[src/rtl/l2_prefetch_assoc_if.sv]
// l2_prefetch_assoc_if: CPU read, fill/invalidate write and flush bus of the associative L2 prefetch buffer
interface l2_prefetch_assoc_if #(
    parameter int ADDR_W = 27,
    parameter int DATA_W = 32
);
    logic [ADDR_W-1:0]   rda;
    logic                rden;
    logic [DATA_W-1:0]   rdd;
    logic                match;
    logic [ADDR_W-1:0]   wra;
    logic [DATA_W-1:0]   wrd;
    logic                wr;
    logic [DATA_W/8-1:0] wrm;
    logic                clr;
    logic                flush;
    logic                busy;
    modport master (output rda, rden, wra, wrd, wr, wrm, clr, flush, input rdd, match, busy);
    modport slave  (input rda, rden, wra, wrd, wr, wrm, clr, flush, output rdd, match, busy);
endinterface

[src/rtl/l2_prefetch_assoc.sv]
// l2_prefetch_assoc: N-way set-associative word prefetch buffer with round-robin replacement and flush sweep
module l2_prefetch_assoc #(
    parameter int ADDR_W  = 27,
    parameter int INDEX_W = 5,
    parameter int WAYS    = 2,
    parameter int DATA_W  = 32
) (
    input logic              clk_i,
    input logic              rst_ni,
    l2_prefetch_assoc_if.slave bus
);
    localparam int SETS  = 1 << INDEX_W;
    localparam int TAG_W = ADDR_W - INDEX_W;
    localparam int MW    = DATA_W / 8;
    localparam int RR_W  = (WAYS > 1) ? $clog2(WAYS) : 1;
    localparam logic [0:0] IDLE  = 1'b0;
    localparam logic [0:0] SWEEP = 1'b1;

    logic [0:0]         state_q, state_d;
    logic [INDEX_W-1:0] cnt_q, cnt_d;
    logic [TAG_W-1:0]   tag_q   [SETS][WAYS];
    logic [DATA_W-1:0]  data_q  [SETS][WAYS];
    logic [WAYS-1:0]    valid_q [SETS];
    logic [RR_W-1:0]    rr_q    [SETS];
    logic [DATA_W-1:0]  rdd_q, rdd_d;
    logic               match_q, match_d;

    logic               busy;
    logic [INDEX_W-1:0] rd_idx, wr_idx;
    logic [TAG_W-1:0]   rd_tag, wr_tag;
    logic [WAYS-1:0]    rd_hit, wr_hit;
    logic [DATA_W-1:0]  rd_word;
    logic [RR_W-1:0]    victim, rr_next;
    logic               all_valid, upd, alloc, inv, rd_ok;

    assign busy      = state_q == SWEEP;
    assign rd_idx    = bus.rda[INDEX_W-1:0];
    assign rd_tag    = bus.rda[ADDR_W-1:INDEX_W];
    assign wr_idx    = bus.wra[INDEX_W-1:0];
    assign wr_tag    = bus.wra[ADDR_W-1:INDEX_W];
    assign bus.busy  = busy;
    assign bus.rdd   = rdd_q;
    assign bus.match = match_q;

    // Tag compare of every way for both ports; hits are one-hot so the read word is an OR-mux
    always_comb begin
        rd_hit  = '0;
        wr_hit  = '0;
        rd_word = '0;
        for (int w = 0; w < WAYS; w++) begin
            rd_hit[w] = valid_q[rd_idx][w] && tag_q[rd_idx][w] == rd_tag;
            wr_hit[w] = valid_q[wr_idx][w] && tag_q[wr_idx][w] == wr_tag;
            rd_word   = rd_word | (rd_hit[w] ? data_q[rd_idx][w] : '0);
        end
    end

    // Victim is the lowest invalid way, falling back to the set's round-robin pointer
    always_comb begin
        victim = rr_q[wr_idx];
        for (int w = WAYS - 1; w >= 0; w--)
            if (!valid_q[wr_idx][w]) victim = RR_W'(w);
        all_valid = &valid_q[wr_idx];
        rr_next   = (WAYS == 1) ? '0 : rr_q[wr_idx] + 1'b1;
        upd       = !busy && bus.wr && !bus.clr && |wr_hit;
        alloc     = !busy && bus.wr && !bus.clr && !(|wr_hit) && &bus.wrm;
        inv       = !busy && bus.wr && bus.clr && |wr_hit;
    end

    // Sweep walks every set once, then waits in IDLE for a flush request
    always_comb begin
        state_d = busy ? (&cnt_q ? IDLE : SWEEP) : (bus.flush ? SWEEP : IDLE);
        cnt_d   = busy ? cnt_q + 1'b1 : '0;
    end

    // Reset restarts the sweep from set 0
    always_ff @(posedge clk_i) begin
        if (!rst_ni) begin
            state_q <= SWEEP;
            cnt_q   <= '0;
        end else begin
            state_q <= state_d;
            cnt_q   <= cnt_d;
        end
    end

    // Valid bits and replacement pointers: cleared by the sweep, else updated by invalidate/allocate
    always_ff @(posedge clk_i) begin
        if (busy) begin
            valid_q[cnt_q] <= '0;
            rr_q[cnt_q]    <= '0;
        end else if (inv) begin
            valid_q[wr_idx] <= valid_q[wr_idx] & ~wr_hit;
        end else if (alloc) begin
            valid_q[wr_idx][victim] <= 1'b1;
            if (all_valid) rr_q[wr_idx] <= rr_next;
        end
    end

    // Tag/data storage: full-line fill on allocate, byte-lane merge on write hit
    always_ff @(posedge clk_i) begin
        for (int w = 0; w < WAYS; w++) begin
            if (alloc && victim == RR_W'(w)) begin
                tag_q[wr_idx][w]  <= wr_tag;
                data_q[wr_idx][w] <= bus.wrd;
            end else if (upd && wr_hit[w]) begin
                for (int b = 0; b < MW; b++)
                    if (bus.wrm[b]) data_q[wr_idx][w][8*b +: 8] <= bus.wrd[8*b +: 8];
            end
        end
    end

    // Read result: misses keep the old word, a sweep forces a miss
    always_comb begin
        rd_ok   = bus.rden && !busy && $onehot(rd_hit);
        match_d = bus.rden ? rd_ok : match_q;
        rdd_d   = rd_ok ? rd_word : rdd_q;
    end

    // Registered read port, sampled before any same-edge write lands
    always_ff @(posedge clk_i) begin
        if (!rst_ni) begin
            rdd_q   <= '0;
            match_q <= 1'b0;
        end else begin
            rdd_q   <= rdd_d;
            match_q <= match_d;
        end
    end
endmodule

[src/flat_wrapper.sv]
// flat-port wrapper written by rule: the top's interface ports become plain ports
module l2_prefetch_assoc_flat 
#(
    parameter int ADDR_W  = 27,
    parameter int INDEX_W = 5,
    parameter int WAYS    = 2,
    parameter int DATA_W  = 32
)
  (clk_i, rst_ni, bus_rda, bus_rden, bus_wra, bus_wrd, bus_wr, bus_wrm, bus_clr, bus_flush, bus_rdd, bus_match, bus_busy);
  l2_prefetch_assoc_if #(.ADDR_W(ADDR_W), .DATA_W(DATA_W)) bus_i ();
  input logic clk_i;
  input logic rst_ni;
  input wire logic [$bits(bus_i.rda)-1:0] bus_rda;
  input wire logic [$bits(bus_i.rden)-1:0] bus_rden;
  input wire logic [$bits(bus_i.wra)-1:0] bus_wra;
  input wire logic [$bits(bus_i.wrd)-1:0] bus_wrd;
  input wire logic [$bits(bus_i.wr)-1:0] bus_wr;
  input wire logic [$bits(bus_i.wrm)-1:0] bus_wrm;
  input wire logic [$bits(bus_i.clr)-1:0] bus_clr;
  input wire logic [$bits(bus_i.flush)-1:0] bus_flush;
  output wire logic [$bits(bus_i.rdd)-1:0] bus_rdd;
  output wire logic [$bits(bus_i.match)-1:0] bus_match;
  output wire logic [$bits(bus_i.busy)-1:0] bus_busy;
  assign bus_i.rda = bus_rda;
  assign bus_i.rden = bus_rden;
  assign bus_i.wra = bus_wra;
  assign bus_i.wrd = bus_wrd;
  assign bus_i.wr = bus_wr;
  assign bus_i.wrm = bus_wrm;
  assign bus_i.clr = bus_clr;
  assign bus_i.flush = bus_flush;
  assign bus_rdd = bus_i.rdd;
  assign bus_match = bus_i.match;
  assign bus_busy = bus_i.busy;
  l2_prefetch_assoc #(.ADDR_W(ADDR_W), .INDEX_W(INDEX_W), .WAYS(WAYS), .DATA_W(DATA_W)) u_core (.clk_i(clk_i), .rst_ni(rst_ni), .bus(bus_i));
endmodule
[config.mk]
export PLATFORM = sky130hd
export DESIGN_NAME = l2_prefetch_assoc_flat
export DESIGN_NICKNAME = d
export VERILOG_FILES = /design/src/rtl/l2_prefetch_assoc_if.sv /design/src/rtl/l2_prefetch_assoc.sv /design/src/flat_wrapper.sv
export SDC_FILE = /design/constraint.sdc
export NUM_CORES = 2
export LEC_CHECK = 0
export ABC_CLOCK_PERIOD_IN_PS = 5600
export CAP_MARGIN = 5
export CORE_MARGIN = 1.5
export CORE_UTILIZATION = 57
export DETAILED_ROUTE_END_ITERATION = 16
export PLACE_DENSITY = 0.76
export SLEW_MARGIN = 30
export SYNTH_ARGS = -nofsm -noshare
export SYNTH_HDL_FRONTEND = slang
export SYNTH_SLANG_ARGS = --single-unit
export TNS_END_PERCENT = 30
[constraint.sdc]
create_clock -name clk_i -period 5.6 [get_ports clk_i]
set_input_delay 0.84 -clock clk_i [delete_from_list [all_inputs] [get_ports clk_i]]
set_output_delay 0.84 -clock clk_i [all_outputs]
set_load 0.02 [all_outputs]
==> reports/qor.log <==
[layout] Non-Filler Instances 12538
[route] post-detailed-route count of antenna-violating nets 0
[timing] slew margin rel. 19.4%
[timing] worst-case clock skew 0.104 ns
[route] number of vias per cell 7.45
[logic_synthesis] warning count from the yosys run 0
[global_routing] GRT Total Usage 37.2%
[setup_path] Critical R2R Launch u_core.tag_q[9][0]$_DFFE_PP_
[timing] slew of the pin with the lowest slew margin 1.20 ns
[route] drt pass-1 iters 9
[power] total net switching power 12.9 mW
[timing] endpoints failing setup 230
[global_routing] global-route wire length before repair 706000 um
[power] Sw Share 22.2%
[setup_path] slowest CP cell mux2i_1
[hold_path] path category of the worst min-delay check in -> reg
[placed_design] detailed placer's ending HPWL 325000 um
[route] wire length per cell after detailed routing 40.5 um
[power] Max VDD drop 0.308 mV
[logic_synthesis] Netlist cell types 88
[timing] count of final hold-check violations 0
[placed_design] Port-buffer cells 129
[die] starting density of the core 57.3%
[timing] setup slack after layout -0.0761 ns
[logic_synthesis] cell area after synthesis 0.154 mm^2
[die] area of the core 0.268 mm^2
[cts] sink count of the clock tree 3591
[logic_synthesis] gate count of the mapped netlist 8008
[route] WL final 508000 um
[cts] root buffer cell clkbuf_16
[setup_path] cell-by-cell trace of the critical path buf_8, mux2i_1, o22ai_1, or4_1, or4_1, a211oi_1, buf_4, and4_1, nand4_4, o221ai_4, buf_4, buf_12, nor2_4, buf_16, buf_8
[logic_synthesis] Async SR Flop Fraction 0%
[layout] Synth-to-Final Area Change 15.5%
[timing] final count of pins violating max slew 0
[power] P_leak 58.7 nW
[layout] proportion of layout cells with a drive suffix above 1 28.8%
[die] IO Pins 130
[cts] clock transition time at the flip-flop clock pins of the worst setup and hold paths 0.06 ns
[setup_path] type of destination of the critical path flop
[setup_path] type of the worst setup path in -> reg
[logic_synthesis] sequential area share after synthesis 69.9%
[layout] core utilization of the finished layout 66.2%
[logic_synthesis] cell type with the highest aggregate area in the netlist edfxtp_1
[hold_path] worst hold path stage count 1
[cts] Num CTS Buffers 366
[logic_synthesis] EDFF count, synth 3552
[setup_path] critical path launch point type input port
[cts] worst-case clock buffer depth 4
[run_status] failing checks setup timing
[setup_path] largest fanout on the critical path 34
[placed_design] pre-CTS setup slack -1.12 ns
[setup_path] internal reg-to-reg setup slack 0.06 ns
[hold_path] worst min-delay path endpoint u_core.tag_q[1][3]$_DFFE_PP_
[route] DRT iter0 DRCs 16720
[die] Die W 522 um
[global_routing] number of antenna violations at the first check in global routing 32
[cts] clock network latency to the later pin of the worst-skew pair 0.95 ns
[setup_path] reg-to-reg endpoint u_core.tag_q[22][1]$_DFFE_PP_
[flow_run] maximum capacitance violations 0
[timing] final-layout setup total negative slack -6.12 ns
[power] portion of total power attributed to combinational logic 6.7%
[global_routing] via count of the first global-routing pass 91263
[setup_path] buffers and inverters on the worst path 6
[timing] maximum clock frequency 0.176 GHz
[route] number of design rule violations left after detail routing 0
[die] floorplan die area 0.273 mm^2
[timing] final clock period utilization by the worst path 101%
[power] power density of the placed cells 328 mW/mm^2
[die] height of the die 522 um
[logic_synthesis] top_reg_cell synth edfxtp_1
[logic_synthesis] most used standard cell by instance count after synthesis edfxtp_1
[cts] number of hold buffers added after cts 0
[logic_synthesis] average cell area after synthesis 19.2 um^2
[layout] NumNets Final 8781
[global_routing] pin count of the biggest net entering global routing 179
[global_routing] Remaining Overflow, GRT 0
[logic_synthesis] Post-Synthesis Net Count 8106
[layout] summed area of non-filler cells in the final layout 0.177 mm^2
[timing] post-layout minimum cycle time 5.68 ns
[cts] Clock H-tree levels 5
[logic_synthesis] most instantiated cells after synthesis 3552 x edfxtp_1, 958 x mux4_2, 896 x mux2i_1
[placed_design] placed cell count 11862
[placed_design] last weighted congestion value of the routability-driven placer 1.05
[cts] TritonCTS clock tree built
[placed_design] placed instance area 0.165 mm^2
[logic_synthesis] number of flip-flops and latches in the synthesized netlist 3591
[setup_path] peak per-stage delay on the critical path 0.75 ns
[power] cell internal pwr 45.2 mW
[route] via count 93422
[logic_synthesis] area share of the leading cell type in the synthesized netlist 69.4%
[cts] post-CTS setup repair buffer count 0
[logic_synthesis] Synth area leaders edfxtp_1 69%, mux4_2 14%, mux2i_1 5.8%
[timing] RSZ-0062 raised after global routing false
[die] Std-Cell Rows 190
[setup_path] gate family responsible for the most delay along the worst path simple AND/OR/NAND/NOR gates
[setup_path] required arrival time at the worst endpoint 6.25 ns
[power] sequential cell fraction of total power 50.8%
[hold_path] min-delay src bus_wra[8]
[setup_path] FF-to-FF path depth 14
[power] clock share of power 42.5%
[run_status] status finished with violations
[setup_path] arrival time at the worst endpoint 6.33 ns
cell families after synthesis:
logic type | count (synthesis) | synth area share [%]
fa+ha+maj | 2 | 0.0163
xor+xnor | 71 | 0.405
mux | 1895 | 20.2
simple gates | 1028 | 3.42
flops | 3591 | 69.9
compound gates | 854 | 4.02
buf+inv | 567 | 1.98
area by class of cell:
type                            count  area (um^2)
Sequential cell                  3591       107000
Fill cell                       16586        90500
Inverter                           12         57.6
Tap cell                         3552         4440
Multi-Input combinational cell   3850        43800
Clock buffer                      437         9600
Antenna cell                       17         42.5
Timing Repair Buffer              862         9700
Clock inverter                    217         2260
layout by cell type, fill, tap and decap left out, types with 39 or more instances in the layout:
| cell | n |
|---|---|
| a21oi_1 | 48 |
| a22oi_1 | 171 |
| a31oi_1 | 42 |
| and3_1 | 39 |
| buf_12 | 151 |
| buf_16 | 61 |
| buf_2 | 57 |
| buf_4 | 513 |
| bufinv_16 | 44 |
| clkbuf_1 | 60 |
| clkbuf_16 | 372 |
| clkdlybuf4s50_1 | 67 |
| clkinv_1 | 67 |
| clkinv_2 | 71 |
| dfxtp_1 | 39 |
| edfxtp_1 | 3552 |
| mux2i_1 | 896 |
| mux4_2 | 958 |
| nand2_1 | 254 |
| nand3_1 | 61 |
| nor2_1 | 203 |
| nor2_2 | 120 |
| nor2_4 | 66 |
| nor4_1 | 94 |
| o21ai_0 | 47 |
| o22ai_1 | 370 |
| xnor2_1 | 40 |
power by group through the flow:
stage	clock network [mW]	registers, mW	logic, mW
after CTS	24.7	29.5	3.78
after floorplan	0	30.1	1.99
after global placement	0	30.1	3.69
after global routing	25.6	29.5	3.96
final	24.7	29.5	3.92
after detailed placement	0	30.1	3.74
worst max path at each step:
stage / from / endpoint / cells past startpoint
global placement: bus_wra[0] / u_core.data_q[26][20]$_DFFE_PP_ / 17
CTS: bus_wra[4] / u_core.tag_q[30][27]$_DFFE_PP_ / 19
global route: bus_wra[4] / u_core.tag_q[22][1]$_DFFE_PP_ / 19
detailed placement: bus_wra[4] / u_core.tag_q[22][14]$_DFFE_PP_ / 18
floorplan: bus_wra[0] / u_core.tag_q[2][22]$_DFFE_PP_ / 16
finish: bus_wra[0] / u_core.tag_q[22][1]$_DFFE_PP_ / 15
registers in the layout, indices dropped and copies added (netlist names):
name and cells:
u_core.cnt_q 5, u_core.valid_q 64, u_core.rr_q 32, u_core.bus.rdd 32, u_core.data_q 2048, u_core.tag_q 1408
u_core.bus.match 1, u_core.bus.busy 1
timing repair:
item                       in CTS  in global routing
cloned                          0                  0
resized for setup               1                  3
setup endpoints to repair    1941               1984
routing by layer:
layer	vias up	global-route usage (%)	share of wire (%)
met4	22	24.8	8.3
met2	8926	55.1	44
met1	47416	47.6	33
met5	-	0.0527	0.029
li1	34935	-	-
met3	2123	11.7	14
stage by stage:
step           hold slack [ns]  total power, mW
6_report                 0.349             58.2
2_1_floorplan            0.534             32.1
3_3_place_gp             0.486             33.8
3_5_place_dp             0.492             33.8
5_1_grt                  0.322             59.1
4_1_cts                  0.327             58.0
(Power assumes the default switching activity.)
